**config.mk**
```make
export PLATFORM = sky130hd
export DESIGN_NAME = t0_tpdu_master
export DESIGN_NICKNAME = d
export VERILOG_FILES = /design/src/rtl/t0_pkg.sv /design/src/rtl/t0_wait_timer.sv /design/src/rtl/t0_tpdu_master.sv
export SDC_FILE = /design/constraint.sdc
export NUM_CORES = 1
export LEC_CHECK = 0
export BUFFER_PORTS_ARGS = -buffer_cell sky130_fd_sc_hd__buf_2
export CORE_MARGIN = 2
export CORE_UTILIZATION = 60
export CTS_CLUSTER_SIZE = 30
export DETAILED_ROUTE_END_ITERATION = 10
export PLACE_DENSITY = 0.85
export SKIP_CTS_REPAIR_TIMING = 1
export SLEW_MARGIN = 20
export SYNTH_ARGS = -nofsm -noshare
export SYNTH_HDL_FRONTEND = slang
export SYNTH_SLANG_ARGS = --single-unit
```
**constraint.sdc**
```tcl
create_clock -name isoClk -period 5.4 [get_ports isoClk]
set_clock_uncertainty 0.2 [all_clocks]
set_input_delay 0.27 -clock isoClk [delete_from_list [all_inputs] [get_ports isoClk]]
set_output_delay 0.27 -clock isoClk [all_outputs]
set_load 0.005 [all_outputs]
```
**src/rtl/t0_pkg.sv**
```systemverilog
// Shared types and constants for the ISO7816-3 T=0 TPDU master.
package t0_pkg;

  typedef enum logic [2:0] {
    IDLE,
    HDR,
    PROC,
    TXDATA,
    RXDATA,
    SW2,
    DONE
  } t0State_e;

  localparam logic [7:0] PROC_NULL = 8'h60;
  localparam logic [7:0] SW1_LO_A  = 8'h61;
  localparam logic [7:0] SW1_HI_A  = 8'h6F;
  localparam logic [7:0] SW1_LO_B  = 8'h90;
  localparam logic [7:0] SW1_HI_B  = 8'h9F;

  localparam logic [1:0] ERR_NONE    = 2'd0;
  localparam logic [1:0] ERR_TIMEOUT = 2'd1;
  localparam logic [1:0] ERR_PROC    = 2'd2;

  function automatic logic isSw1(input logic [7:0] b);
    return ((b >= SW1_LO_A) && (b <= SW1_HI_A)) || ((b >= SW1_LO_B) && (b <= SW1_HI_B));
  endfunction

endpackage

```
**src/rtl/t0_wait_timer.sv**
```systemverilog
// Work-waiting-time down-counter: reload sets WAIT_CYCLES, expired flags
// WAIT_CYCLES enabled cycles with no reload. A reload masks expiry.
module t0_wait_timer #(
  parameter int unsigned WAIT_CYCLES = 3571200,
  parameter int unsigned TMR_W       = 22
) (
  input  logic isoClk,
  input  logic isoReset,
  input  logic reload,
  input  logic enable,
  output logic expired
);

  logic [TMR_W-1:0] count;

  always_ff @(posedge isoClk or negedge isoReset) begin
    if (!isoReset) begin
      count <= '0;
    end else if (reload) begin
      count <= TMR_W'(WAIT_CYCLES);
    end else if (enable && (count != '0)) begin
      count <= count - TMR_W'(1);
    end
  end

  assign expired = enable && !reload && (count == '0);

endmodule

```
**src/rtl/t0_tpdu_master.sv**
```systemverilog
// Reader-side T=0 TPDU engine: header, procedure bytes, data phase, SW1/SW2.
// Optional macro T0_PROC_ACK_INV_EN enables single-byte transfers on ~INS.
module t0_tpdu_master
  import t0_pkg::*;
#(
  parameter int unsigned WAIT_CYCLES = 3571200,
  parameter int unsigned TMR_W       = 22
) (
  input  logic       isoClk,
  input  logic       isoReset,
  input  logic       start,
  input  logic [7:0] cla,
  input  logic [7:0] ins,
  input  logic [7:0] p1,
  input  logic [7:0] p2,
  input  logic [7:0] p3,
  input  logic       isWrite,
  input  logic [7:0] wrData,
  input  logic       wrValid,
  output logic       wrReady,
  output logic [7:0] rdData,
  output logic       rdValid,
  output logic [7:0] sw1,
  output logic [7:0] sw2,
  output logic       busy,
  output logic       done,
  output logic [1:0] errCode,
  output logic [7:0] uartTxData,
  output logic       uartTxValid,
  input  logic       uartTxReady,
  input  logic [7:0] uartRxData,
  input  logic       uartRxValid
);

  t0State_e state, stateNext;

  logic [4:0][7:0] hdr;
  logic [2:0]      hdrIdx;
  logic            isWr;
  logic [8:0]      remaining;
  logic            single;

  logic       ldHdr, hdrAdv, remDec, sw1Ld, sw2Ld, rdLd, singleSet, errLd, txXfer;
  logic [1:0] errNext;
  logic       tmrEn, tmrReload, tmrExpired;

  // The timer only counts while waiting on the card; any other state holds it loaded.
  assign tmrEn     = (state == PROC) || (state == RXDATA) || (state == SW2);
  assign tmrReload = !tmrEn || uartRxValid;

  t0_wait_timer #(
    .WAIT_CYCLES(WAIT_CYCLES),
    .TMR_W      (TMR_W)
  ) uTimer (
    .isoClk  (isoClk),
    .isoReset(isoReset),
    .reload  (tmrReload),
    .enable  (tmrEn),
    .expired (tmrExpired)
  );

  always_ff @(posedge isoClk or negedge isoReset) begin
    if (!isoReset) begin
      state <= IDLE;
    end else begin
      state <= stateNext;
    end
  end

  always_comb begin
    stateNext   = state;
    ldHdr       = 1'b0;
    hdrAdv      = 1'b0;
    remDec      = 1'b0;
    sw1Ld       = 1'b0;
    sw2Ld       = 1'b0;
    rdLd        = 1'b0;
    singleSet   = 1'b0;
    errLd       = 1'b0;
    errNext     = ERR_NONE;
    txXfer      = 1'b0;
    uartTxData  = '0;
    uartTxValid = 1'b0;
    case (state)
      IDLE: begin
        if (start) begin
          ldHdr     = 1'b1;
          stateNext = HDR;
        end
      end
      HDR: begin
        uartTxData  = hdr[hdrIdx];
        uartTxValid = 1'b1;
        if (uartTxReady) begin
          hdrAdv = 1'b1;
          if (hdrIdx == 3'd4) stateNext = PROC;
        end
      end
      PROC: begin
        if (uartRxValid) begin
          if (uartRxData == PROC_NULL) begin
            stateNext = PROC;
          end else if (uartRxData == hdr[1]) begin
            if (remaining != '0) stateNext = isWr ? TXDATA : RXDATA;
`ifdef T0_PROC_ACK_INV_EN
          end else if (uartRxData == ~hdr[1]) begin
            if (remaining != '0) begin
              singleSet = 1'b1;
              stateNext = isWr ? TXDATA : RXDATA;
            end else begin
              errLd     = 1'b1;
              errNext   = ERR_PROC;
              stateNext = DONE;
            end
`endif
          end else if (isSw1(uartRxData)) begin
            sw1Ld     = 1'b1;
            stateNext = SW2;
          end else begin
            errLd     = 1'b1;
            errNext   = ERR_PROC;
            stateNext = DONE;
          end
        end else if (tmrExpired) begin
          errLd     = 1'b1;
          errNext   = ERR_TIMEOUT;
          stateNext = DONE;
        end
      end
      TXDATA: begin
        uartTxData  = wrData;
        uartTxValid = wrValid;
        txXfer      = uartTxReady && wrValid;
        if (txXfer) begin
          remDec = 1'b1;
          if (single || (remaining == 9'd1)) stateNext = PROC;
        end
      end
      RXDATA: begin
        if (uartRxValid) begin
          rdLd   = 1'b1;
          remDec = 1'b1;
          if (single || (remaining == 9'd1)) stateNext = PROC;
        end else if (tmrExpired) begin
          errLd     = 1'b1;
          errNext   = ERR_TIMEOUT;
          stateNext = DONE;
        end
      end
      SW2: begin
        if (uartRxValid) begin
          sw2Ld     = 1'b1;
          stateNext = DONE;
        end else if (tmrExpired) begin
          errLd     = 1'b1;
          errNext   = ERR_TIMEOUT;
          stateNext = DONE;
        end
      end
      DONE:    stateNext = IDLE;
      default: stateNext = IDLE;
    endcase
  end

  assign wrReady = txXfer;
  assign done    = (state == DONE);
  assign busy    = (state != IDLE) && (state != DONE);

  always_ff @(posedge isoClk or negedge isoReset) begin
    if (!isoReset) begin
      hdr       <= '0;
      hdrIdx    <= '0;
      isWr      <= 1'b0;
      remaining <= '0;
      single    <= 1'b0;
      sw1       <= '0;
      sw2       <= '0;
      errCode   <= ERR_NONE;
      rdData    <= '0;
      rdValid   <= 1'b0;
    end else begin
      rdValid <= rdLd;
      if (ldHdr) begin
        hdr       <= {p3, p2, p1, ins, cla};
        hdrIdx    <= '0;
        isWr      <= isWrite;
        remaining <= ((p3 == 8'h00) && !isWrite) ? 9'd256 : {1'b0, p3};
        sw1       <= '0;
        sw2       <= '0;
        errCode   <= ERR_NONE;
      end
      if (hdrAdv) hdrIdx <= hdrIdx + 3'd1;
      if (remDec) remaining <= remaining - 9'd1;
      // Single-byte mode is decided by the procedure byte that leaves PROC.
      if (state == PROC) single <= singleSet;
      if (sw1Ld) sw1 <= uartRxData;
      if (sw2Ld) sw2 <= uartRxData;
      if (rdLd) rdData <= uartRxData;
      if (errLd) errCode <= errNext;
    end
  end

endmodule

```
==> out/results.ini <==
[run_status]
status=finished, final reports clean

[place]
dp.final_hpwl_um=9450
io_buffer_count=101
placement.setup.worst_slack_ps=2500
gp_routability_congestion=0.866

[cells_and_area]
layout_nets=798
final_core_utilization_pct=76.8
area_delta_synth_final_pct=23.8
drive_above_1_share_pct=21.0
flip_flop_and_latch_area_um2=2630
antenna-diode-count=0
fillerInstances=554
area_of_combinational_cells_with_multiple_inputs_um2=2630

[synth]
mapped_cell_area_um2=5410
synth-edff-count=0
synthCells=593
syn_avg_cell_area_um2=9.13
postSynthRegisterBits=105
synthDistinctLibCells=55
synth_seq_area_share_pct=48.5
synth.net_count=662
synth_async_sr_flop_share_pct=100
synth_top_flop_cell=sky130_fd_sc_hd__dfrtp_1
yosysWarningCount=0

[clock_tree]
clock_transition_at_the_register_clock_pins_on_the_worst_setup_and_hold_paths_after_cts_ps=110
clk_path_buf_depth=2
numClockSinks=105
cts_inserted_buffers=9
h_tree_level_count=3
worst_skew_pair.late_latency_ps=380
cts_tree=built
cts.root.buffer_cell=sky130_fd_sc_hd__clkbuf_8

[drt]
remaining_drc_errors=0
final_antenna_net_count=0
1st_iter_drt_viols=305
via_count=5119
number_of_vias_per_cell=6.08
wl_per_cell_um=17.8
wl_um=15000
pre_antenna_drt_iters=5

[global_route]
grt_antenna_before_repair=0
grt.met1_usage_pct=37.9
grt_most_used_layer=met2
global_route.usage.met2_pct=42.8
grt_max_degree=65
grt_remaining_overflow=0
grt_first_pass_wirelength_um=21600
grt_util_met3_pct=5.89
vias_in_the_first_global_route=4534
grtUsageTotal_pct=27.5

[floorplan]
initial_utilization_pct=62.1
coreArea_um2=8720
num_io_pins=102
chipWidth_um=99.0
dieArea_um2=9800
die_y_um=99.0
num_rows=34

[setup_path]
critPathLaunchType=register
critical_path.most_common_cell=sky130_fd_sc_hd__or4_4
cp.required_ps=5510
critical_path_cell_sequence=or4_4 -> or4_4 -> or2_0 -> nor4_1 -> mux2i_1
crit_type=register to register
critical_path.n_buffers_inverters=0
cpPeakStageDelay_ps=580
crit_fanout=12
critical_path_s_top_delay_family=simple AND/OR/NAND/NOR gates
cp-end-kind=register
critPathSlowestCell=sky130_fd_sc_hd__or4_4
arrival_ps=3050

[sta]
report.final.setup_viol=0
hold_slack_ps=130
postLayoutSetupSlackWorst_ps=2460
fmax_ghz=0.340
setup-tns-final_ps=0
fin_crit_ps=2940
max_slew_margin_pct=44.2
finalMaxSlewViolations=0
final.period_utilization_pct=54.4
finalHoldViolCount=0
unrepaired_setup_endpoints_after_global_routing=false
tightestPinTransition_ps=831

[run]
max-cap-violations=0

[hold_path]
hold_class=input pin to register

[power]
pwr_density_cell_nw_per_um2=484
totalPowerFinal_w=0.00325
vdd_ir_drop_max_uv=247
p_leak_nw=3.17

## layer usage
layer  wire length [um]  part of all wire, %
met4                396                  2.6
met3               1050                  7.0
met2               7630                   51
met5                  0                    0
met1               5890                   39
## layout by cell type (no fill, tap or decap), drive strengths merged, types with 14 or more instances in the layout
| cell | count |
|---|---|
| a21oi | 14 |
| buf | 108 |
| dfrtp | 105 |
| dlygate4sd3 | 50 |
| inv | 14 |
| nand2 | 166 |
| nand3 | 26 |
| nor2 | 32 |
| o21ai | 31 |
| or4 | 14 |
## worst reg2reg max path: cells and delay by family, from the launching register on
family / cells / cell delay [ps]
flops: 1 / 460
simple gates: 4 / 1980
mux: 1 / 240
## synthesized netlist by cell type, types with 3 or more instances
cell	n	area share, %
sky130_fd_sc_hd__nor3_1	12	1.1
sky130_fd_sc_hd__a211oi_1	5	0.69
sky130_fd_sc_hd__dfrtp_1	105	49
sky130_fd_sc_hd__nand2_1	166	12
sky130_fd_sc_hd__xor2_1	11	1.8
sky130_fd_sc_hd__o31ai_1	12	1.7
sky130_fd_sc_hd__and3_1	5	0.58
sky130_fd_sc_hd__mux4_2	8	3.3
sky130_fd_sc_hd__nor4b_1	3	0.49
sky130_fd_sc_hd__o21a_1	3	0.42
sky130_fd_sc_hd__o211ai_1	4	0.55
sky130_fd_sc_hd__or2_2	3	0.35
sky130_fd_sc_hd__buf_1	5	0.35
sky130_fd_sc_hd__nand2b_1	4	0.46
sky130_fd_sc_hd__clkbuf_1	26	1.8
sky130_fd_sc_hd__nand3_1	26	2.4
sky130_fd_sc_hd__nor2b_1	3	0.35
sky130_fd_sc_hd__nor4_1	11	1.3
sky130_fd_sc_hd__a221o_1	9	1.7
sky130_fd_sc_hd__inv_1	10	0.69
sky130_fd_sc_hd__mux2i_1	5	0.92
sky130_fd_sc_hd__a21oi_1	14	1.3
sky130_fd_sc_hd__or4_1	11	1.5
sky130_fd_sc_hd__or3_1	10	1.2
sky130_fd_sc_hd__ha_1	6	1.4
sky130_fd_sc_hd__o21ai_0	31	2.9
sky130_fd_sc_hd__mux2_2	9	1.9
sky130_fd_sc_hd__nor2_1	32	2.2
sky130_fd_sc_hd__and2_1	5	0.58
sky130_fd_sc_hd__or4_4	3	0.62
## flip-flops by register name (all words and copies together), names as in the netlist
signal	count
rdData	8
sw2	8
rdValid	1
hdr	40
state	3
errCode	2
sw1	8
remaining	9
isWr	1
uTimer.count	22
hdrIdx	3
## worst paths after layout
check | to | startpoint | cells after the start | slack [ps]
setup reg to reg | uTimer.count[18] | uTimer.count[5] | 5 | 2460
hold / removal | state[1] | uartRxValid | 4 | 130
setup / recovery | uTimer.count[18] | uTimer.count[5] | 5 | 2460
max in group asynchronous | remaining[8] | isoReset | 3 | 3590
hold reg to reg | hdr[30] | hdr[30] | 2 | 290
min in group asynchronous | uTimer.count[21] | isoReset | 2 | 270
## metrics by stage
step                      instance area [um^2]  cells
after floorplan                           5410    593
after global placement                    5990    776
after detailed placement                  5990    776
after CTS                                 6200    792
after global routing                      6700    842
final                                     6700    842
## cells by family after synthesis
group | count (synthesis) | synth area share (%)
AND/OR/NAND/NOR | 307 | 26.7
flip-flops | 105 | 48.5
AO/OA/AOI/OAI | 97 | 12.1
buffers and inverters | 44 | 3.21
multiplexers | 22 | 6.13
XOR/XNOR | 12 | 1.94
adder cells (fa/ha/maj) | 6 | 1.39
## where the power goes
part	switching (W)	internal [W]	leakage (nW)
combinational	0.000762	0.000606	1.76
clock	0.000309	0.000197	0.105
sequential	0.000295	0.00108	1.31
total	0.00137	0.00188	3.17
## cell type report
class                           count  share of cell area, %
Clock buffer                       10                   2.05
Clock inverter                      6                   1.05
Inverter                           11                  0.616
Multi-Input combinational cell    444                   39.2
Sequential cell                   105                   39.2
Tap cell                          108                   2.02
Timing Repair Buffer              158                   15.8
Note: power is estimated with default switching activity, not from simulation.
